## config.mk

```make
export PLATFORM = sky130hd
export DESIGN_NAME = bcd_countdown_flat
export DESIGN_NICKNAME = d
export VERILOG_FILES = /design/src/rtl/bcd_countdown_if.sv /design/src/rtl/bcd_countdown.sv /design/src/flat_wrapper.sv
export SDC_FILE = /design/constraint.sdc
export NUM_CORES = 1
export LEC_CHECK = 0
export ABC_AREA = 1
export CAP_MARGIN = 20
export CELL_PAD_IN_SITES_DETAIL_PLACEMENT = 0
export CELL_PAD_IN_SITES_GLOBAL_PLACEMENT = 1
export CORE_MARGIN = 8
export CORE_UTILIZATION = 30
export CTS_BUF_LIST = sky130_fd_sc_hd__clkbuf_4 sky130_fd_sc_hd__clkbuf_8 sky130_fd_sc_hd__clkbuf_16
export CTS_CLUSTER_DIAMETER = 40
export DETAILED_ROUTE_END_ITERATION = 10
export PLACE_DENSITY = 0.87
export SETUP_SLACK_MARGIN = 0.05
export SYNTH_ARGS = -nofsm -noshare
export SYNTH_HDL_FRONTEND = slang
export SYNTH_SLANG_ARGS = --single-unit
```

## constraint.sdc

```tcl
create_clock -name clk -period 1.76 [get_ports clk]
set_input_delay 0.528 -clock clk [delete_from_list [all_inputs] [get_ports clk]]
set_output_delay 0.528 -clock clk [all_outputs]
set_load 0.02 [all_outputs]
```

## src/rtl/bcd_countdown_if.sv

```systemverilog
// -----------------------------------------------------------------------------
// bcd_countdown_if
// Groups the control strobes, start value and status outputs of the BCD
// countdown timer.
//   master : drives tick/load/start/pause/data, observes count/running/zero/done
//   slave  : the counter itself (consumes controls, produces status)
// Parameter DIGITS sets the number of packed BCD digits (data/count width
// is 4*DIGITS). Digit 0 occupies bits [3:0].
// -----------------------------------------------------------------------------
interface bcd_countdown_if #(
    parameter int DIGITS = 4
);
    logic                  tick;
    logic                  load;
    logic                  start;
    logic                  pause;
    logic [4*DIGITS-1:0]   data;
    logic [4*DIGITS-1:0]   count;
    logic                  running;
    logic                  zero;
    logic                  done;

    modport master (
        output tick, load, start, pause, data,
        input  count, running, zero, done
    );

    modport slave (
        input  tick, load, start, pause, data,
        output count, running, zero, done
    );
endinterface

```

## src/rtl/bcd_countdown.sv

```systemverilog
// -----------------------------------------------------------------------------
// bcd_countdown
// Multi-digit BCD down-counter / countdown timer. A start value is loaded as
// packed BCD, decremented once per honoured tick with digit-to-digit borrow,
// and expiry is flagged by a one-cycle done pulse.
// Ports:
//   clk     : rising-edge clock
//   clear_  : asynchronous active-low reset
//   bus     : bcd_countdown_if.slave
//             tick/load/start/pause/data in, count/running/zero/done out
// Input priority within a cycle: load > pause > start > tick.
// -----------------------------------------------------------------------------
module bcd_countdown #(
    parameter int DIGITS = 4
) (
    input  logic              clk,
    input  logic              clear_,
    bcd_countdown_if.slave    bus
);
    localparam int W = 4 * DIGITS;

    typedef enum logic [1:0] {
        IDLE    = 2'd0,
        RUN     = 2'd1,
        HOLD    = 2'd2,
        EXPIRED = 2'd3
    } state_t;

    state_t         state;
    logic [W-1:0]   count_q;
    logic           running_q;
    logic           done_q;

    // Clamp any non-decimal digit (A-F) to 9 so the count is always valid BCD.
    function automatic logic [W-1:0] sanitize(input logic [W-1:0] v);
        logic [W-1:0] r;
        r = v;
        for (int i = 0; i < DIGITS; i++) begin
            if (v[4*i +: 4] > 4'd9)
                r[4*i +: 4] = 4'd9;
        end
        return r;
    endfunction

    // Decrement by one with BCD borrow: a 0 digit becomes 9 and passes the
    // borrow on; the first non-zero digit absorbs it. Only called with a
    // non-zero operand, so it never wraps below zero.
    function automatic logic [W-1:0] bcd_dec(input logic [W-1:0] v);
        logic [W-1:0] r;
        logic         borrow;
        r      = v;
        borrow = 1'b1;
        for (int i = 0; i < DIGITS; i++) begin
            if (borrow) begin
                if (v[4*i +: 4] == 4'd0) begin
                    r[4*i +: 4] = 4'd9;
                end else begin
                    r[4*i +: 4] = v[4*i +: 4] - 4'd1;
                    borrow      = 1'b0;
                end
            end
        end
        return r;
    endfunction

    logic [W-1:0] count_dec;
    assign count_dec = bcd_dec(count_q);

    // NOTE: all state lives in this one clocked block and is updated with
    // non-blocking assignments so every register samples pre-edge values.
    always_ff @(posedge clk or negedge clear_) begin
        if (!clear_) begin
            // NOTE: every register, including the count itself, is reset so
            // the outputs are defined the instant clear_ goes low.
            state     <= IDLE;
            count_q   <= '0;
            running_q <= 1'b0;
            done_q    <= 1'b0;
        end else begin
            done_q <= 1'b0;
            if (bus.load) begin
                count_q   <= sanitize(bus.data);
                state     <= IDLE;
                running_q <= 1'b0;
            end else begin
                case (state)
                    IDLE: begin
                        // A zero count has nothing to time, so start is refused.
                        if (bus.start && (count_q != '0)) begin
                            state     <= RUN;
                            running_q <= 1'b1;
                        end
                    end
                    RUN: begin
                        if (bus.pause) begin
                            state     <= HOLD;
                            running_q <= 1'b0;
                        end else if (bus.tick) begin
                            count_q <= count_dec;
                            if (count_dec == '0) begin
                                state     <= EXPIRED;
                                running_q <= 1'b0;
                                done_q    <= 1'b1;
                            end
                        end
                    end
                    HOLD: begin
                        // pause outranks start, so both together keep us held.
                        if (!bus.pause && bus.start) begin
                            state     <= RUN;
                            running_q <= 1'b1;
                        end
                    end
                    EXPIRED: begin
                        state <= EXPIRED;
                    end
                    default: begin
                        state     <= IDLE;
                        running_q <= 1'b0;
                    end
                endcase
            end
        end
    end

    assign bus.count   = count_q;
    assign bus.running = running_q;
    assign bus.done    = done_q;
    assign bus.zero    = (count_q == '0);

endmodule

```

## src/flat_wrapper.sv

```systemverilog
// flat-port wrapper written by rule: the top's interface ports become plain ports
module bcd_countdown_flat 
#(
    parameter int DIGITS = 4
)
  (clk, clear_, bus_tick, bus_load, bus_start, bus_pause, bus_data, bus_count, bus_running, bus_zero, bus_done);
  bcd_countdown_if #(.DIGITS(DIGITS)) bus_i ();
  input  logic clk;
  input  logic clear_;
  input wire logic [$bits(bus_i.tick)-1:0] bus_tick;
  input wire logic [$bits(bus_i.load)-1:0] bus_load;
  input wire logic [$bits(bus_i.start)-1:0] bus_start;
  input wire logic [$bits(bus_i.pause)-1:0] bus_pause;
  input wire logic [$bits(bus_i.data)-1:0] bus_data;
  output wire logic [$bits(bus_i.count)-1:0] bus_count;
  output wire logic [$bits(bus_i.running)-1:0] bus_running;
  output wire logic [$bits(bus_i.zero)-1:0] bus_zero;
  output wire logic [$bits(bus_i.done)-1:0] bus_done;
  assign bus_i.tick = bus_tick;
  assign bus_i.load = bus_load;
  assign bus_i.start = bus_start;
  assign bus_i.pause = bus_pause;
  assign bus_i.data = bus_data;
  assign bus_count = bus_i.count;
  assign bus_running = bus_i.running;
  assign bus_zero = bus_i.zero;
  assign bus_done = bus_i.done;
  bcd_countdown #(.DIGITS(DIGITS)) u_core (.clk(clk), .clear_(clear_), .bus(bus_i));
endmodule
```

==> results of run 1 <==
==> critical path, cell delays in order, from the launching register on <==
cell and delay (ns):
dfrtp_2 0.43, nor2_4 0.14, nand2_4 0.08, nor2_8 0.14, nand3_4 0.08, inv_2 0.06, buf_6 0.11
==> cell families after synthesis <==
family	share of synthesized area [%]
AND/OR/NAND/NOR	39.40
AO/OA/AOI/OAI	15.95
buffers and inverters	9.186
flip-flops	32.23
adder cells (fa/ha/maj)	3.223
==> cell usage in the layout, fill, tap and decap left out, types with 4 or more instances in the layout <==
| cell type | instances |
|---|---|
| buf_4 | 57 |
| nand2_1 | 48 |
| inv_1 | 27 |
| nor2_1 | 21 |
| clkdlybuf4s50_1 | 20 |
| nand3_1 | 15 |
| dfrtp_1 | 14 |
| dlygate4sd2_1 | 13 |
| o21ai_0 | 12 |
| nor2_4 | 8 |
| nand2_2 | 8 |
| inv_2 | 6 |
| nor3_1 | 6 |
| dfrtp_2 | 6 |
| nor2_2 | 5 |
| a31oi_1 | 5 |
| buf_6 | 5 |
| clkdlybuf4s15_1 | 4 |
==> final cells by class <==
cell class	count	area, µm²	area share, %
multi-input cells	169	1022	38.63
well taps	70	87.58	3.310
clock buffers	4	48.80	1.844
inverters	33	123.9	4.681
repair buffers	101	855.8	32.34
flip-flops and latches	20	508.0	19.20
==> state kept, by name, summed over array words and instances (netlist names) <==
register and cells:
u_core.bus.count 16, u_core.bus.done 1, u_core.bus.running 1, u_core.state 2
==> worst max path at each step <==
stage	endpoint	cells after the start	startpoint
after detailed placement	bus_zero	6	u_core.bus.count[10]$_DFFE_PN0P_
after CTS	bus_zero	6	u_core.bus.count[10]$_DFFE_PN0P_
after global routing	u_core.state[0]$_DFFE_PN0P_	14	u_core.bus.count[7]$_DFFE_PN0P_
final	bus_zero	6	u_core.bus.count[7]$_DFFE_PN0P_
after floorplan	u_core.state[0]$_DFFE_PN0P_	14	u_core.bus.count[4]$_DFFE_PN0P_
after global placement	bus_zero	6	u_core.bus.count[8]$_DFFE_PN0P_
==> metrics by stage <==
stage,setup WS (ns),setup TNS [ns],std cells
after detailed placement,-0.3981,-2.617,385
after floorplan,0.04816,0,227
after global routing,-0.1569,-0.6058,397
after CTS,-0.1387,-0.2283,392
after global placement,-0.3593,-2.192,385
final,-0.07659,-0.1389,397
==> metal layers <==
metal	track usage, %	share of wire (%)	vias up
met5	0	0	-
met4	4.688	0.97	0
met3	2.158	4.3	4
met2	24.42	50	31
met1	16.85	45	851
li1	-	-	952
==> power by group <==
| part | internal [mW] | switching (mW) |
|---|---|---|
| Clock | 0.177 | 0.158 |
| Sequential | 0.568 | 0.0946 |
| Combinational | 0.675 | 0.763 |
==> what timing repair did <==
action / 4_1_cts / 5_1_grt
gates resized for setup: 34 / 29
setup buffers: 4 / 5
gates cloned: 0 / 0
endpoints found under the setup margin: 23 / 21
pin swaps: 11 / 11
==> impl_metrics.env, run 1 <==
export IMPL_drc_errors=0
export IMPL_first_pass_iters=4
export IMPL_routedWlPerCell_um=12.95
export IMPL_cts_buffer_depth=2
export IMPL_synth_edff_count=0
export IMPL_synth_fp_nets=253
export IMPL_via_per_inst=4.630
export IMPL_grt_pass1_wl_mm=8.549
export IMPL_start_util_pct=30.79
export IMPL_path_class="flop to output port"
export IMPL_violations="negative setup slack"
export IMPL_hold_depth=2
export IMPL_hold_path_class="flop to flop"
export IMPL_ys_seq_area_share_pct=32.23
export IMPL_wirelength_mm=5.140
export IMPL_io_buffers=40
export IMPL_yosys_register_bits=20
export IMPL_r2r_end="u_core.bus.done$_DFF_PN0_"
export IMPL_worstPathMaxFanout=3
export IMPL_grt_max_degree=21
export IMPL_cts_sinks=20
export IMPL_fillers=501
export IMPL_min_to="u_core.bus.running$_DFFE_PN0P_"
export IMPL_antenna_found_initial=0
export IMPL_syn_avg_cell_area_um2=6.840
export IMPL_drt_iter0_markers=66
export IMPL_rr_startpoint="u_core.bus.count[7]$_DFFE_PN0P_"
export IMPL_slew_viol_final=0
export IMPL_power_mw=2.435
export IMPL_ys_warn_count=0
export IMPL_status="finished with violations"
export IMPL_async_reset_ff_share_pct=100.0
export IMPL_critPathLaunchType="flop"
export IMPL_io_pins=41
export IMPL_hp_start="u_core.bus.running$_DFFE_PN0P_"
export IMPL_whs_ns=0.4679
export IMPL_ant_nets=0
export IMPL_root_buffer="clkbuf_8"
export IMPL_ys_types=31
export IMPL_clock_latency_ns=0.26
export IMPL_overflow=0
export IMPL_synth_area_leaders="dfrtp_1 (32%), nand2_1 (13%), inv_1 (7.3%)"
export IMPL_nNetsFinal=354
export IMPL_syn_inst=227
export IMPL_fin_area_um2=2646
export IMPL_grt_pass1_vias=1870
export IMPL_placed_area_um2=2440
export IMPL_grt_total_usage_pct=13.97
export IMPL_synthTopCellsByCount="nand2_1 (52), inv_1 (30), nor2_1 (24)"
export IMPL_cts_max_level=1
export IMPL_min_period_over_period_pct=104.4
export IMPL_synthFlopType="dfrtp_1"
export IMPL_hold_violations=0
export IMPL_synth_top_cell_area_share_pct=32.23
export IMPL_fin_ws_ns=-0.07659
export IMPL_fin_skew_ns=0.008581
export IMPL_min_period_ns=1.837
export IMPL_dp_hpwl_mm=4.087
export IMPL_netlist_area_um2=1553
export IMPL_die_x_um=87.95
export IMPL_utilization_pct=52.48
export IMPL_worstSetupEndpointType="output port"
export IMPL_power_density_nw_per_um2=920.2
export IMPL_reg2regPathDepth=11
export IMPL_die_height_um=87.95
export IMPL_cp_arrival_ns=1.31
export IMPL_setup_viol=4
export IMPL_gp_congestion=0.8729
export IMPL_cts_hold_buf=0
export IMPL_r2r_slack_ns=-0.03
export IMPL_cts_tree="yes"
export IMPL_rsz0062_at_grt="yes"
export IMPL_drive_gt1_share_pct=34.86
export IMPL_yosysMostFrequentCell="nand2_1"
export IMPL_ir_drop_uv=344.1
export IMPL_fp_coreArea_um2=5042
export IMPL_diodes=0
export IMPL_cts_buffers=3
export IMPL_placement_rows=26
export IMPL_max_clock_freq_mhz=544.5
export IMPL_required_ns=1.23
export IMPL_die_area_um2=7734
export IMPL_worst_pin_slew_ns=0.3112
export IMPL_synth_top_area_cell="dfrtp_1"
export IMPL_vias=1838
export IMPL_worst_slew_margin_rel_pct=78.99
export IMPL_syn_to_final_growth_pct=70.43
export IMPL_clkTransAtPathRegs_ns=0.08
export IMPL_drv_cap=0
export IMPL_leakage_nw=1.305
No activity file was read; power rests on OpenSTA's default activity.
==> inputs of run 2 (changes only) <==
Settings changed: CTS_BUF_LIST sky130_fd_sc_hd__clkbuf_4 sky130_fd_sc_hd__clkbuf_8 sky130_fd_sc_hd__clkbuf_16 to default.
==> run 2 against run 1 <==
Effect of this change: the flow still finishes with violations (negative setup slack); sequential share of layout area hardly changed; clock skew about the same; cell count is the same.
==> impl_metrics.env, run 2 (same netlist as run 1, synthesis figures left out) <==
export IMPL_status="finished with violations"
export IMPL_violations="negative setup slack"
export IMPL_worst_pin_slew_ns=0.3112
export IMPL_antenna_found_initial=0
export IMPL_power_density_nw_per_um2=917.1
export IMPL_cts_max_level=1
export IMPL_io_pins=41
export IMPL_cts_buffers=3
export IMPL_required_ns=1.23
export IMPL_p_int_mw=1.404
export IMPL_nNetsFinal=354
export IMPL_cts_tree="yes"
export IMPL_final_cell_mix="buf_4 (57), nand2_1 (48), inv_1 (27)"
export IMPL_die_area_um2=7734
export IMPL_clkTransAtPathRegs_ns=0.08
export IMPL_min_period_ns=1.838
export IMPL_grt_pass1_vias=1870
export IMPL_drive_gt1_share_pct=34.56
export IMPL_start_util_pct=30.79
export IMPL_io_buffers=40
export IMPL_worst_path_buf_inv=2
export IMPL_power_mw=2.424
export IMPL_crit_path_max_incr_delay_ns=0.43
export IMPL_cts_sinks=20
export IMPL_gp_congestion=0.8729
export IMPL_placed_area_um2=2440
export IMPL_ir_drop_uv=346.4
export IMPL_slowest_stage="dfrtp_2"
export IMPL_fin_area_um2=2643
export IMPL_die_height_um=87.95
export IMPL_grt_total_usage_pct=13.97
export IMPL_hp_start="u_core.bus.running$_DFFE_PN0P_"
export IMPL_max_clock_freq_mhz=544.1
export IMPL_drv_cap=0
export IMPL_slew_viol_final=0
export IMPL_p_clk_share_pct=13.2
export IMPL_dp_cells=385
export IMPL_overflow=0
export IMPL_first_pass_iters=4
export IMPL_drc_errors=0
export IMPL_hold_path_class="flop to flop"
export IMPL_path_class="flop to output port"
export IMPL_rsz0062_at_grt="yes"
export IMPL_fp_coreArea_um2=5042
export IMPL_startpoint="u_core.bus.count[7]$_DFFE_PN0P_"
export IMPL_fin_skew_ns=0.008690
export IMPL_worstSetupEndpointType="output port"
export IMPL_ant_nets=0
export IMPL_place_ws_ns=-0.3981
export IMPL_vias=1841
export IMPL_cp_arrival_ns=1.31
export IMPL_cts_buffer_depth=2
export IMPL_layout_cells_most_common="buf_4"
export IMPL_grt_pass1_wl_mm=8.549
export IMPL_final_cells=397
export IMPL_die_x_um=87.95
export IMPL_placement_rows=26
export IMPL_largest_register_ff_count=16
export IMPL_via_per_inst=4.637
export IMPL_grt_max_degree=21
export IMPL_root_buffer="clkbuf_8"
export IMPL_cp_cell_sequence="nor2_4 -> nand2_4 -> nor2_8 -> nand3_4 -> inv_2 -> buf_6"
export IMPL_setup_viol=4
export IMPL_power_frac_comb_pct=59.5
export IMPL_p_seq_share_pct=27.3
export IMPL_worstPathMaxFanout=3
export IMPL_routedWlPerCell_um=12.98
export IMPL_r2r_slack_ns=-0.03
export IMPL_diodes=0
export IMPL_hold_violations=0
export IMPL_rr_startpoint="u_core.bus.count[7]$_DFFE_PN0P_"
export IMPL_fin_ws_ns=-0.07780
export IMPL_wirelength_mm=5.154
export IMPL_leakage_nw=1.301
export IMPL_switching_share_pct=42.05
export IMPL_min_period_over_period_pct=104.4
export IMPL_drt_iter0_markers=66
export IMPL_power_switching_mw=1.019
export IMPL_worst_slew_margin_rel_pct=78.99
export IMPL_crit_family="simple AND/OR/NAND/NOR gates"
export IMPL_critPathLaunchType="flop"
export IMPL_clock_latency_ns=0.26
export IMPL_dp_hpwl_mm=4.087
export IMPL_syn_to_final_growth_pct=70.19
export IMPL_fillers=502
[run 2: cell counts in the layout (fill, tap and decap cells not counted)]
Identical to the previous run, type by type.
[run 2: power by group through the flow]
stage / registers, mW / clock network, mW / logic [mW]
detailed placement: 0.663 / 0 / 1.36
finish: 0.662 / 0.320 / 1.44
CTS: 0.657 / 0.332 / 1.35
floorplan: 0.796 / 0 / 0.552
global route: 0.676 / 0.346 / 1.58
global placement: 0.654 / 0 / 1.35
[run 2: area by class of cell]
| class | count | area, µm² | area share, % |
|---|---|---|---|
| Tap cell | 70 | 87.58 | 3.314 |
| Multi-Input combinational cell | 169 | 1022 | 38.68 |
| Inverter | 33 | 123.9 | 4.688 |
| Sequential cell | 20 | 508.0 | 19.22 |
| Timing Repair Buffer | 101 | 855.8 | 32.39 |
| Clock buffer | 4 | 45.04 | 1.705 |
[run 2: repair_timing]
item / 4_1_cts / 5_1_grt
setup buffers: 4 / 5
endpoints found under the hold margin: 0 / 0
endpoints found under the setup margin: 23 / 21
pin swaps: 11 / 11
hold buffers: 0 / 0
resized for setup: 34 / 29
[run 2: per-stage QoR]
| stage | hold slack (ns) | utilization (%) | setup TNS, ns |
|---|---|---|---|
| 2_1_floorplan | 0.2324 | - | 0 |
| 3_3_place_gp | 0.4588 | 48.39 | -2.192 |
| 3_5_place_dp | 0.4640 | 48.39 | -2.617 |
| 4_1_cts | 0.4779 | 49.85 | -0.2282 |
| 5_1_grt | 0.4841 | 52.41 | -0.6039 |
| 6_report | 0.4679 | 52.41 | -0.1439 |
[run 2: path summary, 6_finish.rpt]
| kind | end | cells after the start |
|---|---|---|
| worst max-delay path | bus_zero | 6 |
| worst min-delay path | u_core.bus.running$_DFFE_PN0P_ | 2 |
| worst max register to register | u_core.bus.done$_DFF_PN0_ | 11 |
| worst min register to register | u_core.bus.running$_DFFE_PN0P_ | 2 |
| max in group asynchronous | u_core.bus.count[1]$_DFFE_PN0P_ | 2 |
| min in group asynchronous | u_core.bus.count[7]$_DFFE_PN0P_ | 2 |
[run 2: worst register-to-register path: cells and delay by family, from the launching register on]
kind                   cells  cell delay [ns]
AOI/OAI and AO/OA          1             0.09
buffers and inverters      3             0.38
DFF                        1             0.43
and+or+nand+nor            7             0.81
[run 2: metal layers]
| layer | global-route usage, % | part of all wire [%] |
|---|---|---|
| met4 | 4.688 | 0.97 |
| met2 | 24.42 | 49 |
| met5 | 0 | 0 |
| met1 | 16.85 | 46 |
| met3 | 2.158 | 4.0 |
==> inputs of run 3 (changes only) <==
==> constraint.sdc (replaced) <==
create_clock -name clk -period 1.76 [get_ports clk]
set_input_delay 0.264 -clock clk [delete_from_list [all_inputs] [get_ports clk]]
set_output_delay 0.264 -clock clk [all_outputs]
set_load 0.02 [all_outputs]
==> run 3 against run 2 <==
Effect of this change: clock-buffer cell count did not move; clock power up 16%; final area rose by 3.0%; setup slack better by 0.073 ns; fmax up 4.1%; the run still ends with negative setup slack left; critical path type is now flop to flop; power grew 7.3%; via count increased by 1.5%; routed wire length up 2.3%; cell count up 0.76%; combinational power increased by 9%.
==> impl_metrics.env, run 3 (same netlist as run 1, synthesis figures left out) <==
export IMPL_status="finished with violations"
export IMPL_violations="negative setup slack"
export IMPL_root_buffer="clkbuf_8"
export IMPL_cts_sinks=20
export IMPL_grt_pass1_vias=1851
export IMPL_fin_ws_ns=-0.004836
export IMPL_required_ns=1.92
export IMPL_layout_cells_most_common="buf_4"
export IMPL_r2r_end="u_core.state[1]$_DFFE_PN0P_"
export IMPL_io_pins=41
export IMPL_fin_skew_ns=0.004372
export IMPL_grt_total_usage_pct=13.74
export IMPL_reg2regPathDepth=13
export IMPL_first_pass_iters=4
export IMPL_routedWlPerCell_um=13.18
export IMPL_gp_congestion=0.8725
export IMPL_critPathLaunchType="flop"
export IMPL_diodes=0
export IMPL_start_util_pct=30.79
export IMPL_min_period_ns=1.765
export IMPL_cts_max_level=1
export IMPL_die_height_um=87.95
export IMPL_largest_register_ff_count=16
export IMPL_drt_iter0_markers=85
export IMPL_drive_gt1_share_pct=35.76
export IMPL_r2r_slack_ns=-0.005
export IMPL_ir_drop_uv=366.4
export IMPL_ant_nets=0
export IMPL_vias=1868
export IMPL_worstSetupEndpointType="flop"
export IMPL_placement_rows=26
export IMPL_antenna_found_initial=0
export IMPL_worstPathMaxFanout=5
export IMPL_grt_pass1_wl_mm=8.452
export IMPL_clkTransAtPathRegs_ns=0.08
export IMPL_cts_hold_buf=0
export IMPL_final_cell_mix="buf_4 (61), nand2_1 (48), clkdlybuf4s50_1 (38)"
export IMPL_grt_max_degree=21
export IMPL_rr_startpoint="u_core.bus.count[1]$_DFFE_PN0P_"
export IMPL_nNetsFinal=357
export IMPL_leakage_nw=1.327
export IMPL_hold_path_class="input pin to async pin"
export IMPL_clock_latency_ns=0.27
export IMPL_overflow=0
export IMPL_dp_cells=378
export IMPL_syn_to_final_growth_pct=75.26
export IMPL_rsz0062_at_grt="yes"
export IMPL_min_period_over_period_pct=100.3
export IMPL_drc_errors=0
export IMPL_die_x_um=87.95
export IMPL_die_area_um2=7734
export IMPL_max_clock_freq_mhz=566.6
export IMPL_wirelength_mm=5.270
export IMPL_worst_slew_margin_rel_pct=77.52
export IMPL_drv_cap=0
export IMPL_slew_viol_final=0
export IMPL_setup_viol=2
export IMPL_worst_pin_slew_ns=0.3346
export IMPL_place_ws_ns=-0.08633
export IMPL_cts_tree="yes"
export IMPL_cts_buffers=3
export IMPL_final_cells=400
export IMPL_dp_hpwl_mm=4.003
export IMPL_path_class="flop to flop"
export IMPL_cts_buffer_depth=2
export IMPL_hold_violations=0
export IMPL_fillers=477
export IMPL_power_density_nw_per_um2=955.5
export IMPL_fp_coreArea_um2=5042
export IMPL_io_buffers=40
export IMPL_via_per_inst=4.670
export IMPL_cp_arrival_ns=1.92
[run 3: changes by cell type in the layout (fill, tap and decap cells not counted), sizes merged]
| cell | delta |
|---|---|
| clkdlybuf4s50 | +18 |
| dlygate4sd2 | -13 |
| buf | +2 |
| clkdlybuf4s15 | -4 |
[run 3: what timing repair did]
item	CTS	global route
pin swaps	3	19
hold endpoints to repair	0	0
setup endpoints to repair	5	11
setup buffers	4	14
resized for setup	8	36
[run 3: per-stage QoR]
stage / power, mW / setup TNS (ns) / utilization, % / cell area, µm² / hold slack [ns]
after floorplan: 1.348 / 0 / - / 1573 / -0.03159
after global placement: 1.985 / -0.08306 / 47.34 / 2387 / 0.4614
after detailed placement: 1.998 / -0.1548 / 47.34 / 2387 / 0.4616
after CTS: 2.396 / 0 / 49.11 / 2476 / 0.3517
after global routing: 2.793 / -0.4925 / 53.97 / 2721 / 0.3826
final: 2.600 / -0.007859 / 53.97 / 2721 / 0.3411
[run 3: area by class of cell]
class,instances,area [µm²],share of cell area [%]
inverters,33,123.9,4.552
flip-flops and latches,20,508.0,18.67
repair buffers,104,895.9,32.92
clock buffers,4,55.05,2.023
well taps,70,87.58,3.218
multi-input cells,169,1051,38.62
[run 3: worst max-delay path by stage]
stage	from	endpoint	slack (ns)	cells after the start
after floorplan	u_core.bus.count[4]$_DFFE_PN0P_	u_core.state[0]$_DFFE_PN0P_	0.05	14
after global placement	u_core.bus.count[4]$_DFFE_PN0P_	bus_zero	-0.06	6
after detailed placement	u_core.bus.count[7]$_DFFE_PN0P_	bus_zero	-0.09	6
after CTS	u_core.bus.count[0]$_DFFE_PN0P_	u_core.state[0]$_DFFE_PN0P_	0.02	13
after global routing	u_core.bus.count[1]$_DFFE_PN0P_	u_core.state[0]$_DFFE_PN0P_	-0.13	13
final	u_core.bus.count[1]$_DFFE_PN0P_	u_core.state[1]$_DFFE_PN0P_	-0.005	13
[run 3: metal layers]
metal | routed length, µm | vias up | share of wire [%] | track usage, %
met3 | 170 | 7 | 3.2 | 1.689
li1 | - | 954 | - | -
met1 | 2397 | 861 | 45 | 17.24
met5 | 0 | - | 0 | 0
met2 | 2612 | 46 | 50 | 23.19
met4 | 89 | 0 | 1.7 | 5.313
[run 3: critical path: stages, from the launching register on]
cell,delay [ns]
dfrtp_2,0.43
nor2_4,0.15
nand2_4,0.09
nor2_8,0.13
buf_6,0.13
nor2_2,0.04
nor2_4,0.11
nand3_2,0.08
nor2_4,0.13
nand3_4,0.09
nand2_4,0.10
nand2_4,0.07
nand2_1,0.05
o21ai_1,0.05
[run 3: report_power, final]
group / total, mW / internal [mW] / switching [mW] / leakage [nW]
combinational: 1.57 / 0.766 / 0.807 / 1.06
sequential: 0.657 / 0.567 / 0.0892 / 0.235
clock: 0.371 / 0.200 / 0.171 / 0.0288
total: 2.60 / 1.53 / 1.07 / 1.33
